==> config.mk <==
export PLATFORM = sky130hd
export DESIGN_NAME = wb_arbiter_flat
export DESIGN_NICKNAME = d
export VERILOG_FILES = /design/src/rtl/wb_pkg.sv /design/src/rtl/wb_arbiter_if.sv /design/src/rtl/wb_rr_pick.sv /design/src/rtl/wb_arbiter.sv /design/src/flat_wrapper.sv
export SDC_FILE = /design/constraint.sdc
export NUM_CORES = 1
export LEC_CHECK = 0
export CAP_MARGIN = 0
export CORE_MARGIN = 4
export CORE_UTILIZATION = 21
export DETAILED_ROUTE_END_ITERATION = 12
export GPL_TIMING_DRIVEN = 0
export PLACE_DENSITY = 0.89
export SYNTH_ARGS = -nofsm -noshare
export SYNTH_HDL_FRONTEND = slang
export SYNTH_HIERARCHICAL = 1
export SYNTH_SLANG_ARGS = --single-unit
==> constraint.sdc <==
create_clock -name clk_i -period 1.88 [get_ports clk_i]
set_input_delay 0.564 -clock clk_i [delete_from_list [all_inputs] [get_ports clk_i]]
set_output_delay 0.564 -clock clk_i [all_outputs]
set_load 0.02 [all_outputs]
==> src/rtl/wb_pkg.sv <==
// ----------------------------------------------------------------------------
// wb_pkg
// Shared definitions for the Wishbone round-robin arbiter.
//   arb_state_e    : arbiter FSM encoding (IDLE waits for requests, BUSY owns slave)
//   MAX_NM         : largest supported master count
//   onehot_to_idx  : converts a one-hot grant vector into a master index
// ----------------------------------------------------------------------------
package wb_pkg;

    typedef enum logic {
        ARB_IDLE = 1'b0,
        ARB_BUSY = 1'b1
    } arb_state_e;

    localparam int MAX_NM = 8;

    // Callers zero-extend their NM-bit grant to MAX_NM bits. The result is an
    // int so each caller can narrow it to its own index width with a cast.
    function automatic int onehot_to_idx(input logic [MAX_NM-1:0] oh);
        int idx;
        idx = 0;
        for (int i = 0; i < MAX_NM; i++) begin
            if (oh[i]) begin
                idx = idx | i;
            end
        end
        return idx;
    endfunction

endpackage

==> src/rtl/wb_arbiter_if.sv <==
// ----------------------------------------------------------------------------
// wb_arbiter_if
// Bundle of every bus signal around the arbiter: NM packed master ports on
// one side and a single Wishbone classic slave port on the other.
// Signal names keep the arbiter's point of view (_i into it, _o out of it).
//   m_cyc_i/m_stb_i/m_we_i [NM]   per-master cycle, strobe, write enable
//   m_adr_i [NM*AW]               packed addresses, master k at [k*AW +: AW]
//   m_dat_i [NM*DW]               packed write data
//   m_sel_i [NM*DW/8]             packed byte selects
//   m_ack_o/m_err_o [NM]          ack / watchdog error to the granted master
//   m_dat_o [DW]                  slave read data broadcast to all masters
//   m_gnt_o [NM]                  one-hot grant, for visibility
//   s_cyc_o/s_stb_o/s_we_o        slave cycle, strobe, write enable
//   s_adr_o/s_dat_o/s_sel_o       slave address, write data, byte selects
//   s_ack_i/s_dat_i               slave ack and read data
// Modports:
//   master : the arbiter itself (it drives the slave bus)
//   slave  : the environment (the masters plus the slave device)
// ----------------------------------------------------------------------------
interface wb_arbiter_if #(
    parameter int NM = 2,
    parameter int AW = 10,
    parameter int DW = 32
);
    logic [NM-1:0]        m_cyc_i;
    logic [NM-1:0]        m_stb_i;
    logic [NM-1:0]        m_we_i;
    logic [NM*AW-1:0]     m_adr_i;
    logic [NM*DW-1:0]     m_dat_i;
    logic [NM*DW/8-1:0]   m_sel_i;
    logic [NM-1:0]        m_ack_o;
    logic [NM-1:0]        m_err_o;
    logic [DW-1:0]        m_dat_o;
    logic [NM-1:0]        m_gnt_o;
    logic                 s_cyc_o;
    logic                 s_stb_o;
    logic                 s_we_o;
    logic [AW-1:0]        s_adr_o;
    logic [DW-1:0]        s_dat_o;
    logic [DW/8-1:0]      s_sel_o;
    logic                 s_ack_i;
    logic [DW-1:0]        s_dat_i;

    modport master (
        input  m_cyc_i, m_stb_i, m_we_i, m_adr_i, m_dat_i, m_sel_i,
        input  s_ack_i, s_dat_i,
        output m_ack_o, m_err_o, m_dat_o, m_gnt_o,
        output s_cyc_o, s_stb_o, s_we_o, s_adr_o, s_dat_o, s_sel_o
    );

    modport slave (
        output m_cyc_i, m_stb_i, m_we_i, m_adr_i, m_dat_i, m_sel_i,
        output s_ack_i, s_dat_i,
        input  m_ack_o, m_err_o, m_dat_o, m_gnt_o,
        input  s_cyc_o, s_stb_o, s_we_o, s_adr_o, s_dat_o, s_sel_o
    );

endinterface

==> src/rtl/wb_rr_pick.sv <==
// ----------------------------------------------------------------------------
// wb_rr_pick
// Combinational round-robin picker. Searches the request vector starting at
// master (last+1) mod NM and returns the first requester as a one-hot vector.
//   req_i  [NM]  per-master requests
//   last_i [LW]  index of the previous owner
//   gnt_o  [NM]  one-hot next grant, zero when nobody requests
// ----------------------------------------------------------------------------
module wb_rr_pick #(
    parameter int NM = 2,
    parameter int LW = (NM > 1) ? $clog2(NM) : 1
) (
    input  logic [NM-1:0] req_i,
    input  logic [LW-1:0] last_i,
    output logic [NM-1:0] gnt_o
);

    logic [LW-1:0]   start;
    logic [2*NM-1:0] dbl;
    logic [NM-1:0]   rot;
    logic [NM-1:0]   pri;
    logic [2*NM-1:0] back;

    // Rotate so the search origin lands on bit 0, isolate the lowest set bit,
    // then rotate it back. Doubling the vector turns the rotates into shifts.
    always_comb begin
        start = (last_i == LW'(NM - 1)) ? '0 : last_i + LW'(1);
        dbl   = {req_i, req_i} >> start;
        rot   = dbl[NM-1:0];
        pri   = rot & (~rot + NM'(1));
        back  = {pri, pri} << start;
        gnt_o = back[2*NM-1:NM];
    end

endmodule

==> src/rtl/wb_arbiter.sv <==
// ----------------------------------------------------------------------------
// wb_arbiter
// Round-robin Wishbone classic arbiter sharing one slave among NM masters.
// A master keeps ownership for its whole cyc; a watchdog ends a slave access
// that goes TIMEOUT strobe cycles without ack by pulsing err to the owner.
// The data/ack path is purely combinational, so access latency is unchanged.
//   clk_i  : clock, all logic on the rising edge
//   rst_i  : synchronous reset, active high
//   bus    : wb_arbiter_if master modport (masters side + slave side);
//            its NM/AW/DW must match this module's parameters
// Parameters: NM (2..8), AW, DW, TIMEOUT (0 disables the watchdog)
// ----------------------------------------------------------------------------
module wb_arbiter
    import wb_pkg::*;
#(
    parameter int NM      = 2,
    parameter int AW      = 10,
    parameter int DW      = 32,
    parameter int TIMEOUT = 255
) (
    input  logic          clk_i,
    input  logic          rst_i,
    wb_arbiter_if.master  bus
);

    localparam int LW = (NM > 1) ? $clog2(NM) : 1;
    localparam int SW = DW / 8;
    localparam int CW = (TIMEOUT > 0) ? $clog2(TIMEOUT + 1) : 1;
    localparam logic [CW-1:0] TO_VAL = CW'(TIMEOUT);

    arb_state_e       state_q;
    logic [NM-1:0]    gnt_q;
    logic [LW-1:0]    last_q;
    logic [CW-1:0]    wdog_q;
    logic [CW-1:0]    wdog_d;

    logic [NM-1:0]     pick;
    logic [MAX_NM-1:0] gnt_ext;
    logic [MAX_NM-1:0] pick_ext;
    logic [LW-1:0]     g_idx;
    logic [LW-1:0]     pick_idx;
    logic              busy;
    logic              own_cyc;
    logic              stb_raw;
    logic              wd_err;

    wb_rr_pick #(
        .NM (NM),
        .LW (LW)
    ) u_pick (
        .req_i  (bus.m_cyc_i),
        .last_i (last_q),
        .gnt_o  (pick)
    );

    always_comb begin
        gnt_ext            = '0;
        gnt_ext[NM-1:0]    = gnt_q;
        pick_ext           = '0;
        pick_ext[NM-1:0]   = pick;
    end

    assign g_idx    = LW'(onehot_to_idx(gnt_ext));
    assign pick_idx = LW'(onehot_to_idx(pick_ext));

    // Owner view: cyc follows the granted master directly, so dropping cyc
    // releases the slave in the same cycle.
    assign busy    = (state_q == ARB_BUSY);
    assign own_cyc = busy & bus.m_cyc_i[g_idx];
    assign stb_raw = own_cyc & bus.m_stb_i[g_idx];

    // Error cycle: strobe is withheld and any late ack is ignored, so ack and
    // err can never reach the master together.
    assign wd_err  = (TIMEOUT != 0) && stb_raw && (wdog_q == TO_VAL);

    assign bus.s_cyc_o = own_cyc;
    assign bus.s_stb_o = stb_raw & ~wd_err;
    assign bus.s_we_o  = own_cyc & bus.m_we_i[g_idx];
    assign bus.s_adr_o = bus.m_adr_i[g_idx*AW +: AW];
    assign bus.s_dat_o = bus.m_dat_i[g_idx*DW +: DW];
    assign bus.s_sel_o = bus.m_sel_i[g_idx*SW +: SW];

    assign bus.m_ack_o = gnt_q & {NM{busy & bus.s_ack_i & ~wd_err}};
    assign bus.m_err_o = gnt_q & {NM{wd_err}};
    assign bus.m_dat_o = bus.s_dat_i;
    assign bus.m_gnt_o = gnt_q;

    // Counts strobe cycles still waiting for ack; any ack, idle strobe, error
    // cycle or release returns it to zero.
    always_comb begin
        wdog_d = '0;
        if ((TIMEOUT != 0) && bus.s_stb_o && !bus.s_ack_i) begin
            wdog_d = wdog_q + CW'(1);
        end
    end

    always_ff @(posedge clk_i) begin
        if (rst_i) begin
            state_q <= ARB_IDLE;
            gnt_q   <= '0;
            last_q  <= LW'(NM - 1);
            wdog_q  <= '0;
        end else begin
            wdog_q <= wdog_d;
            case (state_q)
                ARB_IDLE: begin
                    if (|bus.m_cyc_i) begin
                        gnt_q   <= pick;
                        last_q  <= pick_idx;
                        state_q <= ARB_BUSY;
                    end
                end
                ARB_BUSY: begin
                    // Clearing the grant here leaves one dead cycle between owners.
                    if (!bus.m_cyc_i[g_idx]) begin
                        gnt_q   <= '0;
                        state_q <= ARB_IDLE;
                    end
                end
                default: begin
                    gnt_q   <= '0;
                    state_q <= ARB_IDLE;
                end
            endcase
        end
    end

endmodule

==> src/flat_wrapper.sv <==
// flat-port wrapper written by rule: the top's interface ports become plain ports
module wb_arbiter_flat import wb_pkg::*;
#(
    parameter int NM      = 2,
    parameter int AW      = 10,
    parameter int DW      = 32,
    parameter int TIMEOUT = 255
)
  (clk_i, rst_i, bus_m_cyc_i, bus_m_stb_i, bus_m_we_i, bus_m_adr_i, bus_m_dat_i, bus_m_sel_i, bus_s_ack_i, bus_s_dat_i, bus_m_ack_o, bus_m_err_o, bus_m_dat_o, bus_m_gnt_o, bus_s_cyc_o, bus_s_stb_o, bus_s_we_o, bus_s_adr_o, bus_s_dat_o, bus_s_sel_o);
  wb_arbiter_if #(.NM(NM), .AW(AW), .DW(DW)) bus_i ();
  input  logic clk_i;
  input  logic rst_i;
  input wire logic [$bits(bus_i.m_cyc_i)-1:0] bus_m_cyc_i;
  input wire logic [$bits(bus_i.m_stb_i)-1:0] bus_m_stb_i;
  input wire logic [$bits(bus_i.m_we_i)-1:0] bus_m_we_i;
  input wire logic [$bits(bus_i.m_adr_i)-1:0] bus_m_adr_i;
  input wire logic [$bits(bus_i.m_dat_i)-1:0] bus_m_dat_i;
  input wire logic [$bits(bus_i.m_sel_i)-1:0] bus_m_sel_i;
  input wire logic [$bits(bus_i.s_ack_i)-1:0] bus_s_ack_i;
  input wire logic [$bits(bus_i.s_dat_i)-1:0] bus_s_dat_i;
  output wire logic [$bits(bus_i.m_ack_o)-1:0] bus_m_ack_o;
  output wire logic [$bits(bus_i.m_err_o)-1:0] bus_m_err_o;
  output wire logic [$bits(bus_i.m_dat_o)-1:0] bus_m_dat_o;
  output wire logic [$bits(bus_i.m_gnt_o)-1:0] bus_m_gnt_o;
  output wire logic [$bits(bus_i.s_cyc_o)-1:0] bus_s_cyc_o;
  output wire logic [$bits(bus_i.s_stb_o)-1:0] bus_s_stb_o;
  output wire logic [$bits(bus_i.s_we_o)-1:0] bus_s_we_o;
  output wire logic [$bits(bus_i.s_adr_o)-1:0] bus_s_adr_o;
  output wire logic [$bits(bus_i.s_dat_o)-1:0] bus_s_dat_o;
  output wire logic [$bits(bus_i.s_sel_o)-1:0] bus_s_sel_o;
  assign bus_i.m_cyc_i = bus_m_cyc_i;
  assign bus_i.m_stb_i = bus_m_stb_i;
  assign bus_i.m_we_i = bus_m_we_i;
  assign bus_i.m_adr_i = bus_m_adr_i;
  assign bus_i.m_dat_i = bus_m_dat_i;
  assign bus_i.m_sel_i = bus_m_sel_i;
  assign bus_i.s_ack_i = bus_s_ack_i;
  assign bus_i.s_dat_i = bus_s_dat_i;
  assign bus_m_ack_o = bus_i.m_ack_o;
  assign bus_m_err_o = bus_i.m_err_o;
  assign bus_m_dat_o = bus_i.m_dat_o;
  assign bus_m_gnt_o = bus_i.m_gnt_o;
  assign bus_s_cyc_o = bus_i.s_cyc_o;
  assign bus_s_stb_o = bus_i.s_stb_o;
  assign bus_s_we_o = bus_i.s_we_o;
  assign bus_s_adr_o = bus_i.s_adr_o;
  assign bus_s_dat_o = bus_i.s_dat_o;
  assign bus_s_sel_o = bus_i.s_sel_o;
  wb_arbiter #(.NM(NM), .AW(AW), .DW(DW), .TIMEOUT(TIMEOUT)) u_core (.clk_i(clk_i), .rst_i(rst_i), .bus(bus_i));
endmodule
; ---- Yosys cells after proc, flatten, opt, wreduce, memory -nomap -nowiden
; Cells that the tools add are included.
[word_totals]
ff_bits = 12
input_bits = 133
output_inout_bits = 87
word_cells = 52
[classes]
n_addsub = 3
n_mul = 1
magnitude_cmp = 1
eq_ne = 3
n_shift = 5
muxes = 15
bitwise = 13
n_reduce_logical = 7
[op_table]
columns = cell, n
row1 = indexed part select 64 x 7 -> 32 bit, 1
row2 = indexed part select 20 x 6 -> 10 bit, 1
row3 = two-way mux 1 bit, 11
row4 = "adder 8 x 1 -> 8 bit, second input constant", 1
row5 = "equality test 8 bit, second input constant", 1
row6 = indexed part select 8 x 4 -> 4 bit, 1
row7 = AND 1 bit, 6
row8 = AND 2 bit, 3
row9 = "multiplier 1 x 3 -> 4 bit, second input constant", 1
row10 = two-way mux 2 bit, 2
row11 = one-hot mux 2 bit (2 select lines), 1
row12 = AND reduction 2 bit, 2
row13 = OR reduction 2 bit, 2
row14 = left shift 4 x 1 -> 4 bit, 1
row15 = >> shifter 4 x 1 -> 2 bit, 1
row16 = NOT 1 bit, 3
row17 = "adder 2 x 1 -> 2 bit, second input constant", 1
row18 = logical AND 1 bit, 2
row19 = "< comparator 1 x 2 -> 1 bit, second input constant", 1
row20 = "!= test 2 x 1 -> 1 bit, second input constant", 1
row21 = "!= test 2 bit, second input constant", 1
row22 = NOT 2 bit, 1
row23 = one-hot mux 1 bit (2 select lines), 1
row24 = "adder 1 bit, second input constant", 1
row25 = zero test 1 bit, 1

; ---- Depth between registers and ports, before layout
[depth]
depth_word = 11
mapped_depth = 5
mapped_depth_nobuf = 5

; ---- Cells and area by module
; The synthesis kept the hierarchy.
[by_module_without_submodules]
columns = module, instances, cells_per_inst, area_each_um2, seq_area_each_um2
row1 = wb_arbiter, 1, 163, 1450.1, 240.2
row2 = wb_rr_pick, 1, 3, 18.8, 0.0

; ---- Least setup slack after synthesis
; Ideal clock, no wire load.
[synth_timing]
path_kind = input port to output port
from = input port bus_m_cyc_i[1]
to = output port bus_m_ack_o[0]
arrival_ps = 1705
required_time_ps = 1316
slack_ps = -389
path_stages = 4
path_buffers = 1
cell_sequence = buf_2 -> and4_1 -> or2_1 -> a211oi_1
[synth_via]
elab_chain_cells = 8
[synth_lines]
columns = element, line
row1 = start: declaration, flat_wrapper.sv:13  ; input wire logic [$bits(bus_i.m_cyc_i)-1:0] bus_m_cyc_i;
row2 = two-way mux 1 bit (implied by the code) (2 in series), wb_arbiter.sv:69  ; assign own_cyc = busy & bus.m_cyc_i[g_idx];
row3 = AND 1 bit, wb_arbiter.sv:69
row4 = AND 1 bit, wb_arbiter.sv:70  ; assign stb_raw = own_cyc & bus.m_stb_i[g_idx];
row5 = logical AND 1 bit, wb_arbiter.sv:74  ; assign wd_err = (TIMEOUT != 0) && stb_raw && (wdog_q == TO_VAL);
row6 = NOT 1 bit, wb_arbiter.sv:83  ; assign bus.m_ack_o = gnt_q & {NM{busy & bus.s_ack_i & ~wd_err}};
row7 = AND 1 bit, wb_arbiter.sv:83
row8 = AND 2 bit, wb_arbiter.sv:83
row9 = end: declaration, flat_wrapper.sv:21  ; output wire logic [$bits(bus_i.m_ack_o)-1:0] bus_m_ack_o;
; Every way passes these cells. The select of a mux whose other input is x is not followed.

; ---- Worst setup path in the final report
[layout_timing]
from = register u_core.gnt_q[1], in the netlist u_core/bus.m_gnt_o[1]
to = output port bus_m_ack_o[0]
[layout_via]
elab_chain_cells = 9
word_cells_on_any_way = 11
cone_classes = mux: 5 / bitwise: 5 / reduce/logical: 1
[layout_lines]
columns = element, line
row1 = start: declaration, wb_arbiter.sv:32  ; logic [NM-1:0] gnt_q;
row2 = start signal: assignment, wb_arbiter.sv:108  ; gnt_q <= pick;
row3 = two-way mux 1 bit (*), wb_pkg.sv:23  ; if (oh[i]) begin
row4 = two-way mux 1 bit (implied by the code) (2 in series), wb_arbiter.sv:69
row5 = AND 1 bit, wb_arbiter.sv:69
row6 = AND 1 bit (*), wb_arbiter.sv:70
row7 = logical AND 1 bit (*), wb_arbiter.sv:74
row8 = NOT 1 bit (*), wb_arbiter.sv:83
row9 = AND 1 bit (*), wb_arbiter.sv:83
row10 = AND 2 bit (*), wb_arbiter.sv:83
; Every way passes the cells marked *; elsewhere a longest branch is shown, timed or not. The select of a mux whose other input is x is not followed.

==> impl_metrics.yaml <==
grt:
  grt_use_met1: 0.1550
  met2_usage: 0.3311
  grt_max_degree: 11
  grt_pass1_vias: 2117
  busiest_layer: "met2"
  grtUsageMet3: 0.04676
  grt_use_total: 0.1617
  gr-total-overflow: 0
  grt_pass1_wl_mm: 10.87
  antenna_found_initial: 0
logic_synthesis:
  synth_ff_type: "dfxtp_1"
  async_flop_share: 0
  syn_nets: 300
  synth_seq_area_share: 0.1635
  syn-cell-area_um2: 1469
  yosys_register_bits: 12
  postSynthCellCount: 166
  yosysUniqueCellTypes: 38
  yosysWarningCount: 6
  avgSynthCellArea_um2: 8.849
  synth_edf_count: 0
clocking:
  clockBufferDepth: 2
  tritoncts: "built"
  ctsHoldBuffers: 0
  clk_latency_ns: 0.24
  numCtsBuffers: 3
  cts_htree_levels: 1
  clock-sinks: 12
  root_buffer: "clkbuf_8"
  clk_pin_slew_ns: 0.05
finish:
  drive_gt1_frac: 0.4811
  final_common_cell: "clkdlybuf4s50_1"
  fillerInstances: 610
  area_delta_synth_final_pct: 149.5
  n_antenna_cell: 0
  finalNetCount: 506
  fin_util: 0.5394
  design_area_um2: 3665
  final_cell_mix: "clkdlybuf4s50_1, buf_4, mux2_2"
timing:
  skew_ns: 0.0005874
  relSlewSlack: 0.5759
  timing.setup.tns_ns: -4.399
  finalCritPeriodShare: 1.102
  setup_viol: 52
  worst-slew-pin-transition_ns: 0.6319
  min_period_ns: 2.071
  hold_viol_final: 0
  hold_slack_ns: 0.4646
  fin_ws_ns: -0.1909
  rsz0062_at_grt: "true"
  fmax_ghz: 0.4829
  report.final.slew_viol_count: 0
hold_path:
  whs_path_depth: 1
  hold_path_class: "flip-flop to flip-flop"
routing:
  drc: 0
  drtAntennaViolNets: 0
  postRouteWirelength_mm: 7.564
  wl_per_cell_um: 16.23
  drtIter0Drc: 42
  via_count: 1988
  vias_per_cell: 4.266
  firstDrtPassIters: 4
placed_design:
  place_hpwl_mm: 6.280
  place_congestion: 0.7897
  dp_slack_ns: -1.218
  portBuffers: 187
  dpl_cell_area_um2: 3503
die:
  ios: 220
  die_area_um2: 8397
  fp.dieW_um: 91.64
  die_height_um: 91.64
  initial_utilization: 0.2162
  coreArea_um2: 6794
  rows: 30
pwr:
  total_leakage_power_nw: 1.569
  ir_drop_mv: 0.1458
  power_density_nw_per_um2: 365.8
status:
  violations: "setup timing"
  status: "finished, violations left"
worst_setup_path:
  cp_max_fo: 5
  cp-end-kind: "output port"
  r2r.worst_path.cells: 6
  required_ns: 1.32
  worstPathArrival_ns: 1.51
  crit_type: "flip-flop to output port"
  startpoint_type: "flip-flop"
job:
  maxCapViolations: 0
worst paths after layout:
check	from	endpoint	slack, ns
worst max-delay path	u_core/bus.m_gnt_o[1]$_SDFFE_PP0P_	bus_m_ack_o[0]	-0.19
worst min-delay path	u_core/wdog_q[0]$_SDFF_PP0_	u_core/wdog_q[0]$_SDFF_PP0_	0.46
worst min register to register	u_core/wdog_q[0]$_SDFF_PP0_	u_core/wdog_q[0]$_SDFF_PP0_	0.46
worst max register to register	u_core/bus.m_gnt_o[1]$_SDFFE_PP0P_	u_core/wdog_q[7]$_SDFF_PP0_	0.24
cells in the mapped netlist (3+ instances only):
cell type,instances,share of area
nand2_1,4,0.010
a211oi_1,3,0.015
a21oi_1,4,0.014
nor3_1,5,0.017
nand3_1,5,0.017
buf_4,33,0.17
nor2b_1,3,0.013
dfxtp_1,12,0.16
nor2_1,5,0.013
buf_2,8,0.027
inv_1,3,0.0077
o21ai_0,5,0.017
mux2_2,46,0.35
layer usage:
metal	vias up	part of all wire
met4	0	0.011
met1	909	0.33
met2	108	0.57
met5	-	0
li1	965	-
met3	6	0.083
layout make-up:
class / instances / area, um2 / area share
Inverter: 3 / 11.26 / 0.003073
Buffer: 40 / 339.1 / 0.09252
Tap cell: 96 / 120.1 / 0.03278
Sequential cell: 12 / 250.2 / 0.06828
Clock buffer: 3 / 41.29 / 0.01127
Multi-Input combinational cell: 110 / 1016 / 0.2772
Timing Repair Buffer: 202 / 1887 / 0.5149
sequential cells by signal, indices dropped and copies added (netlist names):
name,cells
u_core/wdog_q,8
u_core/last_q,1
u_core/bus.m_gnt_o,2
u_core/busy,1
cell families (layout without fill, tap and decap cells):
group | count (synthesis) | in the layout | share of synthesized area
compound gates | 21 | 21 | 0.09455
xor+xnor | 3 | 3 | 0.01789
fa+ha+maj | 1 | 1 | 0.008517
buf+inv | 44 | 248 | 0.2036
flops | 12 | 12 | 0.1635
mux | 48 | 48 | 0.3663
simple gates | 37 | 37 | 0.1457
per-stage QoR:
step	power, mW	cells
after CTS	1.353	463
after floorplan	0.6420	166
after detailed placement	1.118	449
after global routing	1.399	466
final	1.341	466
after global placement	1.109	449
worst max-delay path, cell delays in order (launching register included):
cell,delay (ns)
dfxtp_4,0.36
buf_6,0.11
and4_1,0.15
or2_4,0.29
a211oi_4,0.22
buf_6,0.15
where the power goes:
group / switching (mW) / internal (mW)
Clock: 0.0896 / 0.141
Combinational: 0.340 / 0.503
Sequential: 0.00715 / 0.260
what timing repair did:
| action | in CTS | in global routing |
|---|---|---|
| endpoints found under the setup margin | 54 | 53 |
| setup buffers | 11 | 3 |
| resized for setup | 344 | 8 |
| cloned | 1 | 0 |
| pin swaps | 5 | 1 |
(Power assumes the default switching activity.)
